[src/rtl/mem_port_arbiter_pkg.sv]
// Shared definitions for the unified-memory port arbiter: FSM state encodings,
// grant codes and the IDLE-cycle arbitration function.
package mem_port_arbiter_pkg;

  typedef enum logic [1:0] {
    ST_IDLE  = 2'd0,
    ST_IBUSY = 2'd1,
    ST_DBUSY = 2'd2
  } arb_state_e;

  typedef enum logic [1:0] {
    GRANT_NONE = 2'd0,
    GRANT_I    = 2'd1,
    GRANT_D    = 2'd2
  } grant_e;

  // Data wins unless the fetch side has been passed over MAX_D_STREAK times in a row.
  // Nothing is granted in a cycle that carries a done pulse, so the completing stage
  // can present its next request before the bus is handed to anyone.
  function automatic grant_e pick_grant(
    input logic idle,
    input logic turnaround,
    input logic d_req,
    input logic f_ok,
    input logic starve
  );
    grant_e g;
    g = GRANT_NONE;
    if (idle && !turnaround) begin
      if (d_req && !(starve && f_ok)) begin
        g = GRANT_D;
      end else if (f_ok) begin
        g = GRANT_I;
      end
    end
    return g;
  endfunction

endpackage

[src/rtl/mem_port_arbiter_wait_timer.sv]
// Wait counter for one bus transaction: cleared while idle, counts BUSY cycles and
// flags the cycle in which the access has waited LIMIT-1 cycles.
module arb_wait_timer
  import mem_port_arbiter_pkg::*;
#(
  parameter int LIMIT = 64
) (
  input  logic i_clk,
  input  logic i_reset,
  input  logic i_clear,
  input  logic i_en,
  output logic o_expire
);

  localparam int CW = $clog2(LIMIT);
  localparam logic [CW-1:0] LAST = CW'(LIMIT - 1);

  logic [CW-1:0] r_count;

  always_ff @(posedge i_clk or posedge i_reset) begin
    if (i_reset) begin
      r_count <= '0;
    end else if (i_clear) begin
      r_count <= '0;
    end else if (i_en && (r_count != LAST)) begin
      r_count <= r_count + 1'b1;
    end
  end

  assign o_expire = i_en & (r_count == LAST);

endmodule

[src/rtl/mem_port_arbiter.sv]
// Shares one single-ported memory between instruction fetch and the MEMORY stage,
// one transaction at a time, with data priority, a starvation guard, timeout and flush squash.
module mem_port_arbiter
  import mem_port_arbiter_pkg::*;
#(
  parameter int AW           = 32,
  parameter int DW           = 32,
  parameter int MAX_D_STREAK = 4,
  parameter int TIMEOUT      = 64
) (
  input  logic          i_clk,
  input  logic          i_reset,
  input  logic          i_if_req,
  input  logic [AW-1:0] i_if_addr,
  input  logic          i_if_flush,
  output logic [DW-1:0] o_if_rdata,
  output logic          o_if_done,
  input  logic          i_mem_req,
  input  logic          i_mem_we,
  input  logic [AW-1:0] i_mem_addr,
  input  logic [DW-1:0] i_mem_wdata,
  output logic [DW-1:0] o_mem_rdata,
  output logic          o_mem_done,
  output logic          o_bus_err,
  output logic          o_stall_if,
  output logic          o_stall_mem,
  output logic          o_bus_req,
  output logic          o_bus_we,
  output logic [AW-1:0] o_bus_addr,
  output logic [DW-1:0] o_bus_wdata,
  input  logic [DW-1:0] i_bus_rdata,
  input  logic          i_bus_ready,
  output logic [1:0]    o_dbg_state
);

  // Handshakes: a requester holds req (and its address/data) level-high until it sees
  // its one-cycle done pulse; the bus holds bus_req for the whole access and the memory
  // answers with a single-cycle bus_ready, after which bus_req drops for at least one cycle.

  localparam int SW = $clog2(MAX_D_STREAK + 1);
  localparam logic [SW-1:0] STREAK_MAX = SW'(MAX_D_STREAK);

  arb_state_e    r_state;
  logic [SW-1:0] r_streak;
  logic          r_squash;
  logic          r_if_done;
  logic          r_mem_done;
  logic          r_bus_err;
  logic [DW-1:0] r_if_rdata;
  logic [DW-1:0] r_mem_rdata;
  logic          r_bus_we;
  logic [AW-1:0] r_bus_addr;
  logic [DW-1:0] r_bus_wdata;

  logic   w_busy;
  logic   w_expire;
  logic   w_complete;
  logic   w_timeout;
  logic   w_squash_now;
  logic   w_f_ok;
  logic   w_starve;
  grant_e w_grant;

  always_comb begin
    w_busy       = (r_state != ST_IDLE);
    w_complete   = w_busy & (i_bus_ready | w_expire);
    w_timeout    = w_expire & ~i_bus_ready;
    w_squash_now = r_squash | i_if_flush;
    w_f_ok       = i_if_req & ~i_if_flush;
    w_starve     = i_if_req & (r_streak == STREAK_MAX);
    w_grant      = pick_grant(r_state == ST_IDLE, r_if_done | r_mem_done,
                              i_mem_req, w_f_ok, w_starve);
  end

  arb_wait_timer #(
    .LIMIT(TIMEOUT)
  ) u_wait_timer (
    .i_clk   (i_clk),
    .i_reset (i_reset),
    .i_clear (~w_busy),
    .i_en    (w_busy),
    .o_expire(w_expire)
  );

  always_ff @(posedge i_clk or posedge i_reset) begin
    if (i_reset) begin
      r_state     <= ST_IDLE;
      r_streak    <= '0;
      r_squash    <= 1'b0;
      r_if_done   <= 1'b0;
      r_mem_done  <= 1'b0;
      r_bus_err   <= 1'b0;
      r_if_rdata  <= '0;
      r_mem_rdata <= '0;
      r_bus_we    <= 1'b0;
      r_bus_addr  <= '0;
      r_bus_wdata <= '0;
    end else begin
      r_if_done  <= 1'b0;
      r_mem_done <= 1'b0;
      r_bus_err  <= 1'b0;

      // The streak only measures how long a waiting fetch has been passed over.
      if (!i_if_req || (w_grant == GRANT_I)) begin
        r_streak <= '0;
      end else if ((w_grant == GRANT_D) && (r_streak != STREAK_MAX)) begin
        r_streak <= r_streak + 1'b1;
      end

      case (r_state)
        ST_IDLE: begin
          r_squash <= 1'b0;
          if (w_grant == GRANT_D) begin
            r_state     <= ST_DBUSY;
            r_bus_we    <= i_mem_we;
            r_bus_addr  <= i_mem_addr;
            r_bus_wdata <= i_mem_wdata;
          end else if (w_grant == GRANT_I) begin
            r_state     <= ST_IBUSY;
            r_bus_we    <= 1'b0;
            r_bus_addr  <= i_if_addr;
            r_bus_wdata <= '0;
          end
        end

        ST_IBUSY: begin
          if (i_if_flush) begin
            r_squash <= 1'b1;
          end
          if (w_complete) begin
            r_state  <= ST_IDLE;
            r_squash <= 1'b0;
            // A squashed fetch still finishes on the bus but is never reported.
            if (!w_squash_now) begin
              r_if_done  <= 1'b1;
              r_bus_err  <= w_timeout;
              r_if_rdata <= w_timeout ? '0 : i_bus_rdata;
            end
          end
        end

        ST_DBUSY: begin
          if (w_complete) begin
            r_state    <= ST_IDLE;
            r_bus_we   <= 1'b0;
            r_mem_done <= 1'b1;
            r_bus_err  <= w_timeout;
            if (w_timeout) begin
              r_mem_rdata <= '0;
            end else if (!r_bus_we) begin
              r_mem_rdata <= i_bus_rdata;
            end
          end
        end

        default: begin
          r_state <= ST_IDLE;
        end
      endcase
    end
  end

  assign o_if_rdata  = r_if_rdata;
  assign o_if_done   = r_if_done;
  assign o_mem_rdata = r_mem_rdata;
  assign o_mem_done  = r_mem_done;
  assign o_bus_err   = r_bus_err;
  assign o_bus_req   = w_busy;
  assign o_bus_we    = r_bus_we;
  assign o_bus_addr  = r_bus_addr;
  assign o_bus_wdata = r_bus_wdata;
  assign o_dbg_state = r_state;

  // Stalls are held low during reset so every output reads 0 while it is asserted.
  assign o_stall_if  = i_if_req  & ~r_if_done  & ~i_reset;
  assign o_stall_mem = i_mem_req & ~r_mem_done & ~i_reset;

endmodule

[config.mk]
export PLATFORM = sky130hd
export DESIGN_NAME = mem_port_arbiter
export DESIGN_NICKNAME = d
export VERILOG_FILES = /design/src/rtl/mem_port_arbiter_pkg.sv /design/src/rtl/mem_port_arbiter_wait_timer.sv /design/src/rtl/mem_port_arbiter.sv
export SDC_FILE = /design/constraint.sdc
export NUM_CORES = 1
export LEC_CHECK = 0
export ABC_AREA = 1
export CORE_MARGIN = 2
export CORE_UTILIZATION = 40
export DETAILED_ROUTE_END_ITERATION = 16
export PLACE_DENSITY = 0.76
export SLEW_MARGIN = 20
export SYNTH_ARGS = -nofsm -noshare
export SYNTH_HDL_FRONTEND = slang
export SYNTH_SLANG_ARGS = --single-unit
export TNS_END_PERCENT = 100
[constraint.sdc]
create_clock -name i_clk -period 4.9 [get_ports i_clk]
set_input_delay 0.735 -clock i_clk [delete_from_list [all_inputs] [get_ports i_clk]]
set_output_delay 0.735 -clock i_clk [all_outputs]
set_load 0.03 [all_outputs]
==> flow_metrics.py, run 1 <==
metrics = {
    "run_status": {
        "status": "finished clean",
    },
    "worst_setup_path": {
        "cp_max_fo": 44,
        "setup.worst_path.start_class": "flop",
        "arrival_ns": 3.94,
        "setup.worst_path.class": "reg2reg",
        "cp.required_ns": 5.21,
        "r2r_setup_slack_ns": 1.27,
        "cp-end-kind": "flop",
        "r2r.worst_path.cells": 9,
    },
    "routing": {
        "postRouteAntennaNets": 0,
        "highest-signal-layer": "met4",
        "dr.first_iter.drc_count": 338,
        "met1Wirelength_um": 7782,
        "dr.pass1.iters": 5,
        "dr_drc_count": 0,
        "route.final.wire_length_um": 18550,
        "avgRoutedWirePerCell_um": 15.18,
        "drt-vias-per-instance": 4.857,
        "routed_length_on_met3_um": 1790,
        "met2WireLength_um": 8595,
        "vias": 5935,
    },
    "timing": {
        "hold_violations": 0,
        "worst-slew-pin-transition_ns": 1.025,
        "maxClockFrequency_mhz": 275.1,
        "skew_ns": 0.007725,
        "rsz0062_at_grt": "false",
        "fin_crit_sh": 0.7417,
        "timing.slew.headroom": 0.3158,
        "finalSetupViolations": 0,
        "finalMaxSlewViolations": 0,
        "final.setup.tns_ns": 0,
        "worst_slack_ns": 1.265,
        "period_minus_slack_ns": 3.635,
    },
    "clocking": {
        "postCtsResizedCells": 0,
        "worst_setup_hold_path_clk_slew_ns": 0.06,
        "number_of_buffers_inserted_by_post_cts_setup_repair": 0,
        "cts.sink_count": 144,
        "root_buffer": "sky130_fd_sc_hd__clkbuf_16",
        "largest_buffer_count_on_any_clock_path": 2,
        "quantity_of_hold_fixing_buffers_added_after_cts": 0,
        "cts-buffers-inserted": 17,
        "cts_tree": "done",
        "clock_tree.htree_level_count": 4,
        "clkLatencyLatePin_ns": 0.42,
    },
    "global_route": {
        "grt_overflow": 0,
        "initial_antenna_violation_count": 0,
        "grt_pass1_wl_um": 29170,
        "via_count_of_the_first_global_routing_pass": 5692,
        "global_route_usage_sum": 0.2211,
        "maximum_number_of_pins_on_one_net_before_global_route_repair": 91,
    },
    "flow_run": {
        "cap_viol_max_count": 0,
    },
    "placed_design": {
        "placedInstanceArea_um2": 9209,
        "placed_cells": 1190,
        "io_buffer_count": 271,
        "gp_congestion": 0.7744,
        "place.detailed.hpwl_um": 13050,
        "dp_worst_setup_slack_ns": 1.310,
    },
    "floorplan": {
        "initial_utilization": 0.4073,
        "die_w_um": 130.7,
        "floorplan.core_area_um2": 15770,
        "std_cell_rows": 46,
        "die_area_um2": 17090,
        "ios": 272,
        "floorplan.die.height_um": 130.7,
    },
    "pwr": {
        "max-vdd-ir-drop_mv": 0.3061,
        "total_leakage_power_nw": 4.646,
        "power.total_mw": 6.553,
        "powerDensity_nw_per_um2": 666.7,
    },
    "cells_and_area": {
        "drive_above_1_share": 0.05964,
        "post_layout_cell_count": 1222,
        "nNetsFinal": 1137,
        "post-route-cell-area_um2": 9828,
        "num-fill-cells": 1353,
        "seqCellArea_um2": 3603,
        "antenna_cells": 0,
        "flow.area_growth_from_synthesis_pct": 53.03,
        "multi_input_combinational_cell_area_um2": 2342,
    },
    "yosys": {
        "yosys.cell_types.count": 31,
        "adder_cell_fraction_of_synth_area": 0.01753,
        "synth_nets": 887,
        "synth_seq_cells": 144,
        "synth.area.mux_share": 0.001559,
        "simple_gate_share_of_the_synthesized_area": 0.2439,
        "synthesis.yosys.warnings": 0,
        "largest_family_of_logic_cells_by_synthesized_area": "simple AND/OR/NAND/NOR gates",
        "synth_seq_area_share": 0.5611,
        "synth-compound-area-share": 0.1001,
        "syn_inst": 743,
        "yosys.area_share.xor_xnor": 0,
        "synth.cell_area_um2": 6422,
        "synth.avg_cell_area_um2": 8.644,
    },
    "hold_path": {
        "hold_depth": 2,
        "holdCritPathClass": "reg2reg",
    },
}
-- logic make-up (layout without fill, tap and decap cells) --
group | Yosys count | in the layout
adder cells (fa/ha/maj) | 9 | 9
AO/OA/AOI/OAI | 111 | 111
buffers and inverters | 103 | 366
AND/OR/NAND/NOR | 375 | 375
multiplexers | 1 | 1
flip-flops | 144 | 144
-- worst paths after layout --
path	end	startpoint
max	o_mem_rdata[15]$_DFFE_PP0P_	o_dbg_state[0]$_DFFE_PP0P_
min	o_mem_rdata[7]$_DFFE_PP0P_	o_mem_rdata[7]$_DFFE_PP0P_
max reg2reg	o_mem_rdata[15]$_DFFE_PP0P_	o_dbg_state[0]$_DFFE_PP0P_
min reg2reg	o_mem_rdata[7]$_DFFE_PP0P_	o_mem_rdata[7]$_DFFE_PP0P_
max in group asynchronous	o_if_rdata[24]$_DFFE_PP0P_	i_reset
min in group asynchronous	o_bus_wdata[26]$_DFFE_PP0P_	i_reset
-- through the flow --
step / util / hold WS, ns
after floorplan: - / 0.4964
after CTS: 0.6232 / 0.4734
after global routing: 0.6232 / 0.4943
after global placement: 0.5838 / 0.4548
final: 0.6232 / 0.4709
after detailed placement: 0.5839 / 0.4581
-- state kept, by name, summed over array words and instances (netlist names) --
name	count
o_bus_wdata	32
o_if_rdata	32
o_mem_done	1
o_dbg_state	2
o_bus_addr	32
r_squash	1
o_bus_we	1
u_wait_timer.r_count	6
r_streak	3
o_if_done	1
o_bus_err	1
o_mem_rdata	32
-- layout by cell type, fill, tap and decap left out, drive strengths merged, types with 3 or more instances in the layout --
cell	netlist	layout
dfrtp	144	144
a31oi	32	32
o21ai	70	70
nor3	4	4
nand3	75	75
a21oi	8	8
ha	9	9
clkdlybuf4s50	0	271
bufinv	0	4
buf	27	7
nor2	43	43
nand4	3	3
nand2	248	248
clkbuf	20	19
inv	56	57
clkinv	0	7
-- report_power, final --
part	internal (mW)	switching, mW
sequential	1.68	0.270
clock	0.853	0.512
combinational	1.25	1.99
-- cells in the mapped netlist --
master                     instances  share of area
sky130_fd_sc_hd__clkbuf_8          1         0.0021
sky130_fd_sc_hd__ha_1              9          0.018
sky130_fd_sc_hd__buf_4             3         0.0035
sky130_fd_sc_hd__nand2_2           3         0.0029
sky130_fd_sc_hd__buf_6             8          0.014
sky130_fd_sc_hd__o21ai_0          47          0.037
sky130_fd_sc_hd__mux2i_1           1         0.0016
sky130_fd_sc_hd__nand2_1         244           0.14
sky130_fd_sc_hd__buf_1             1        0.00058
sky130_fd_sc_hd__o21ai_2           9          0.012
sky130_fd_sc_hd__a21oi_1           7         0.0055
sky130_fd_sc_hd__clkbuf_1         19          0.011
sky130_fd_sc_hd__a21oi_4           1         0.0025
sky130_fd_sc_hd__inv_1            55          0.032
sky130_fd_sc_hd__nand4_2           1         0.0019
sky130_fd_sc_hd__nor3b_1           1         0.0012
sky130_fd_sc_hd__nor2_4            1         0.0018
sky130_fd_sc_hd__or2_2             1        0.00097
sky130_fd_sc_hd__nand2_4           1         0.0018
sky130_fd_sc_hd__nand3_2           1         0.0016
sky130_fd_sc_hd__inv_2             1        0.00058
sky130_fd_sc_hd__dfrtp_1         144           0.56
sky130_fd_sc_hd__nor3_1            4         0.0031
sky130_fd_sc_hd__nand4_1           2         0.0019
sky130_fd_sc_hd__buf_2            15          0.012
sky130_fd_sc_hd__nand3_1          73          0.057
sky130_fd_sc_hd__nor2_1           42          0.025
sky130_fd_sc_hd__o21ai_1          14          0.011
sky130_fd_sc_hd__nand3_4           1         0.0027
sky130_fd_sc_hd__a31oi_1          32          0.031
sky130_fd_sc_hd__a211oi_1          1         0.0012
-- layer usage --
layer	GRT usage	vias to the layer above
met5	0	-
met4	0.07697	0
met3	0.07818	27
met2	0.3551	245
met1	0.2791	2753
li1	-	2910
-- critical path: stages (launching register included) --
cell	delay, ns
sky130_fd_sc_hd__dfrtp_1	0.39
sky130_fd_sc_hd__inv_1	0.08
sky130_fd_sc_hd__ha_1	0.26
sky130_fd_sc_hd__inv_2	0.08
sky130_fd_sc_hd__buf_4	0.37
sky130_fd_sc_hd__nand4_2	0.85
sky130_fd_sc_hd__nand2_2	0.89
sky130_fd_sc_hd__nand2_4	0.35
sky130_fd_sc_hd__nand2_1	0.17
sky130_fd_sc_hd__nand2_1	0.06
-- layout make-up --
type | instances | share of cell area
clock buffers | 19 | 0.04405
clock inverters | 13 | 0.01897
inverters | 56 | 0.02190
multi-input cells | 496 | 0.2383
flip-flops and latches | 144 | 0.3666
well taps | 216 | 0.02750
repair buffers | 278 | 0.2826
No activity file was read; power rests on OpenSTA's default activity.
==> run 2: changes to the inputs <==
==> constraint.sdc (replaced) <==
create_clock -name i_clk -period 3.8 [get_ports i_clk]
set_input_delay 0.57 -clock i_clk [delete_from_list [all_inputs] [get_ports i_clk]]
set_output_delay 0.57 -clock i_clk [all_outputs]
set_load 0.03 [all_outputs]
==> run 2 against run 1 <==
Cell area about the same. Critical path type unchanged. Via count about the same. Power up 27%. Sequential power up 29%. Critical endpoint is now o_bus_addr[14]$_DFFE_PP0P_. Clock skew up 0.0012 ns. Sequential share of layout area about the same.
==> flow_metrics.py, run 2 (same netlist as run 1, synthesis figures left out) <==
metrics = {
    "global_route": {
        "maximum_number_of_pins_on_one_net_before_global_route_repair": 85,
        "grt_pass1_wl_um": 28670,
        "global_route_usage_sum": 0.2172,
        "grt_overflow": 0,
        "via_count_of_the_first_global_routing_pass": 5548,
        "initial_antenna_violation_count": 1,
    },
    "cells_and_area": {
        "final_cell_mix": "sky130_fd_sc_hd__clkdlybuf4s50_1, sky130_fd_sc_hd__nand2_1, sky130_fd_sc_hd__dfrtp_1",
        "multi_input_combinational_cell_area_um2": 2340,
        "num-fill-cells": 1412,
        "flow.area_growth_from_synthesis_pct": 53.07,
        "antenna_cells": 0,
        "drive_above_1_share": 0.06423,
        "seqCellArea_um2": 3603,
        "nNetsFinal": 1143,
        "final_common_cell": "sky130_fd_sc_hd__clkdlybuf4s50_1",
    },
    "timing": {
        "rsz0062_at_grt": "false",
        "final.setup.tns_ns": 0,
        "worst-slew-pin-transition_ns": 0.7763,
        "finalMaxSlewViolations": 0,
        "fin_crit_sh": 0.7456,
        "period_minus_slack_ns": 2.833,
        "hold_violations": 0,
        "timing.slew.headroom": 0.4825,
        "skew_ns": 0.008960,
        "worst_slack_ns": 0.9668,
        "maxClockFrequency_mhz": 353.0,
        "finalSetupViolations": 0,
    },
    "worst_setup_path": {
        "cp-end-kind": "flop",
        "arrival_ns": 3.16,
        "cp.required_ns": 4.13,
        "r2r_setup_slack_ns": 0.97,
        "setup.worst_path.start_class": "flop",
        "setup.worst_path.class": "reg2reg",
        "cp_max_fo": 54,
    },
    "floorplan": {
        "floorplan.core_area_um2": 15770,
        "std_cell_rows": 46,
        "ios": 272,
        "initial_utilization": 0.4073,
        "floorplan.die.height_um": 130.7,
        "die_w_um": 130.7,
        "die_area_um2": 17090,
    },
    "clocking": {
        "cts.sink_count": 144,
        "number_of_buffers_inserted_by_post_cts_setup_repair": 0,
        "largest_buffer_count_on_any_clock_path": 2,
        "clock_tree.htree_level_count": 4,
        "clkLatencyLatePin_ns": 0.42,
        "cts_tree": "done",
        "worst_setup_hold_path_clk_slew_ns": 0.06,
        "quantity_of_hold_fixing_buffers_added_after_cts": 0,
        "postCtsResizedCells": 0,
        "root_buffer": "sky130_fd_sc_hd__clkbuf_16",
        "cts-buffers-inserted": 17,
    },
    "pwr": {
        "powerDensity_nw_per_um2": 846.2,
        "total_leakage_power_nw": 4.640,
        "max-vdd-ir-drop_mv": 0.4696,
    },
    "placed_design": {
        "io_buffer_count": 271,
        "gp_congestion": 0.7930,
        "place.detailed.hpwl_um": 13130,
        "dp_worst_setup_slack_ns": 0.8551,
    },
    "hold_path": {
        "holdCritPathClass": "reg2reg",
    },
    "flow_run": {
        "cap_viol_max_count": 0,
    },
    "routing": {
        "vias": 5938,
        "avgRoutedWirePerCell_um": 15.05,
        "dr.pass1.iters": 4,
        "dr.first_iter.drc_count": 350,
        "route.final.wire_length_um": 18480,
        "postRouteAntennaNets": 0,
        "dr_drc_count": 0,
        "drt-vias-per-instance": 4.836,
    },
    "run_status": {
        "status": "finished clean",
    },
}
-- run 2: final timing paths --
check | from | endpoint | cells past startpoint
hold reg to reg | o_mem_rdata[4]$_DFFE_PP0P_ | o_mem_rdata[4]$_DFFE_PP0P_ | 2
setup reg to reg | o_dbg_state[0]$_DFFE_PP0P_ | o_bus_addr[14]$_DFFE_PP0P_ | 11
setup / recovery | o_dbg_state[0]$_DFFE_PP0P_ | o_bus_addr[14]$_DFFE_PP0P_ | 11
max in group asynchronous | i_reset | u_wait_timer.r_count[4]$_DFFE_PP0P_ | 3
min in group asynchronous | i_reset | u_wait_timer.r_count[0]$_DFFE_PP0P_ | 3
hold / removal | o_mem_rdata[4]$_DFFE_PP0P_ | o_mem_rdata[4]$_DFFE_PP0P_ | 2
-- run 2: metal layers --
layer,global-route usage,vias up,wire (um)
met2,0.3572,247,8852
met4,0.07885,2,401
met5,0,-,16
li1,-,2912,-
met1,0.2652,2746,7529
met3,0.07736,31,1676
-- run 2: power by group --
group	switching, mW	internal, mW
sequential	0.346	2.16
combinational	2.57	1.60
clock	0.652	0.986
total	3.56	4.75
-- run 2: worst max-delay path, stage by stage (launching register included) --
cell and delay (ns):
sky130_fd_sc_hd__dfrtp_1 0.40, sky130_fd_sc_hd__inv_1 0.09, sky130_fd_sc_hd__ha_1 0.23, sky130_fd_sc_hd__inv_2 0.21, sky130_fd_sc_hd__nor3_1 0.26, sky130_fd_sc_hd__nand3_1 0.17
sky130_fd_sc_hd__ha_1 0.32, sky130_fd_sc_hd__buf_4 0.23, sky130_fd_sc_hd__nor2_4 0.13, sky130_fd_sc_hd__buf_4 0.43, sky130_fd_sc_hd__nor2_1 0.07, sky130_fd_sc_hd__a31oi_1 0.16
-- run 2: area by class of cell --
type / count / area share
inverters: 56 / 0.02176
well taps: 216 / 0.02749
clock buffers: 20 / 0.04544
clock inverters: 12 / 0.01362
repair buffers: 284 / 0.2871
multi-input cells: 496 / 0.2380
flip-flops and latches: 144 / 0.3666
-- run 2: stage by stage --
step                      hold slack [ns]  std cells  power (mW)  instance area, um^2    util
after detailed placement           0.4570       1196       6.732                 9250  0.5866
after CTS                          0.4721       1228       8.403                 9831  0.6234
after floorplan                    0.4964        743       4.965                 6426       -
after global placement             0.4526       1196       6.659                 9250  0.5866
final                              0.4703       1228       8.319                 9831  0.6234
after global routing               0.4908       1228       8.823                 9831  0.6234
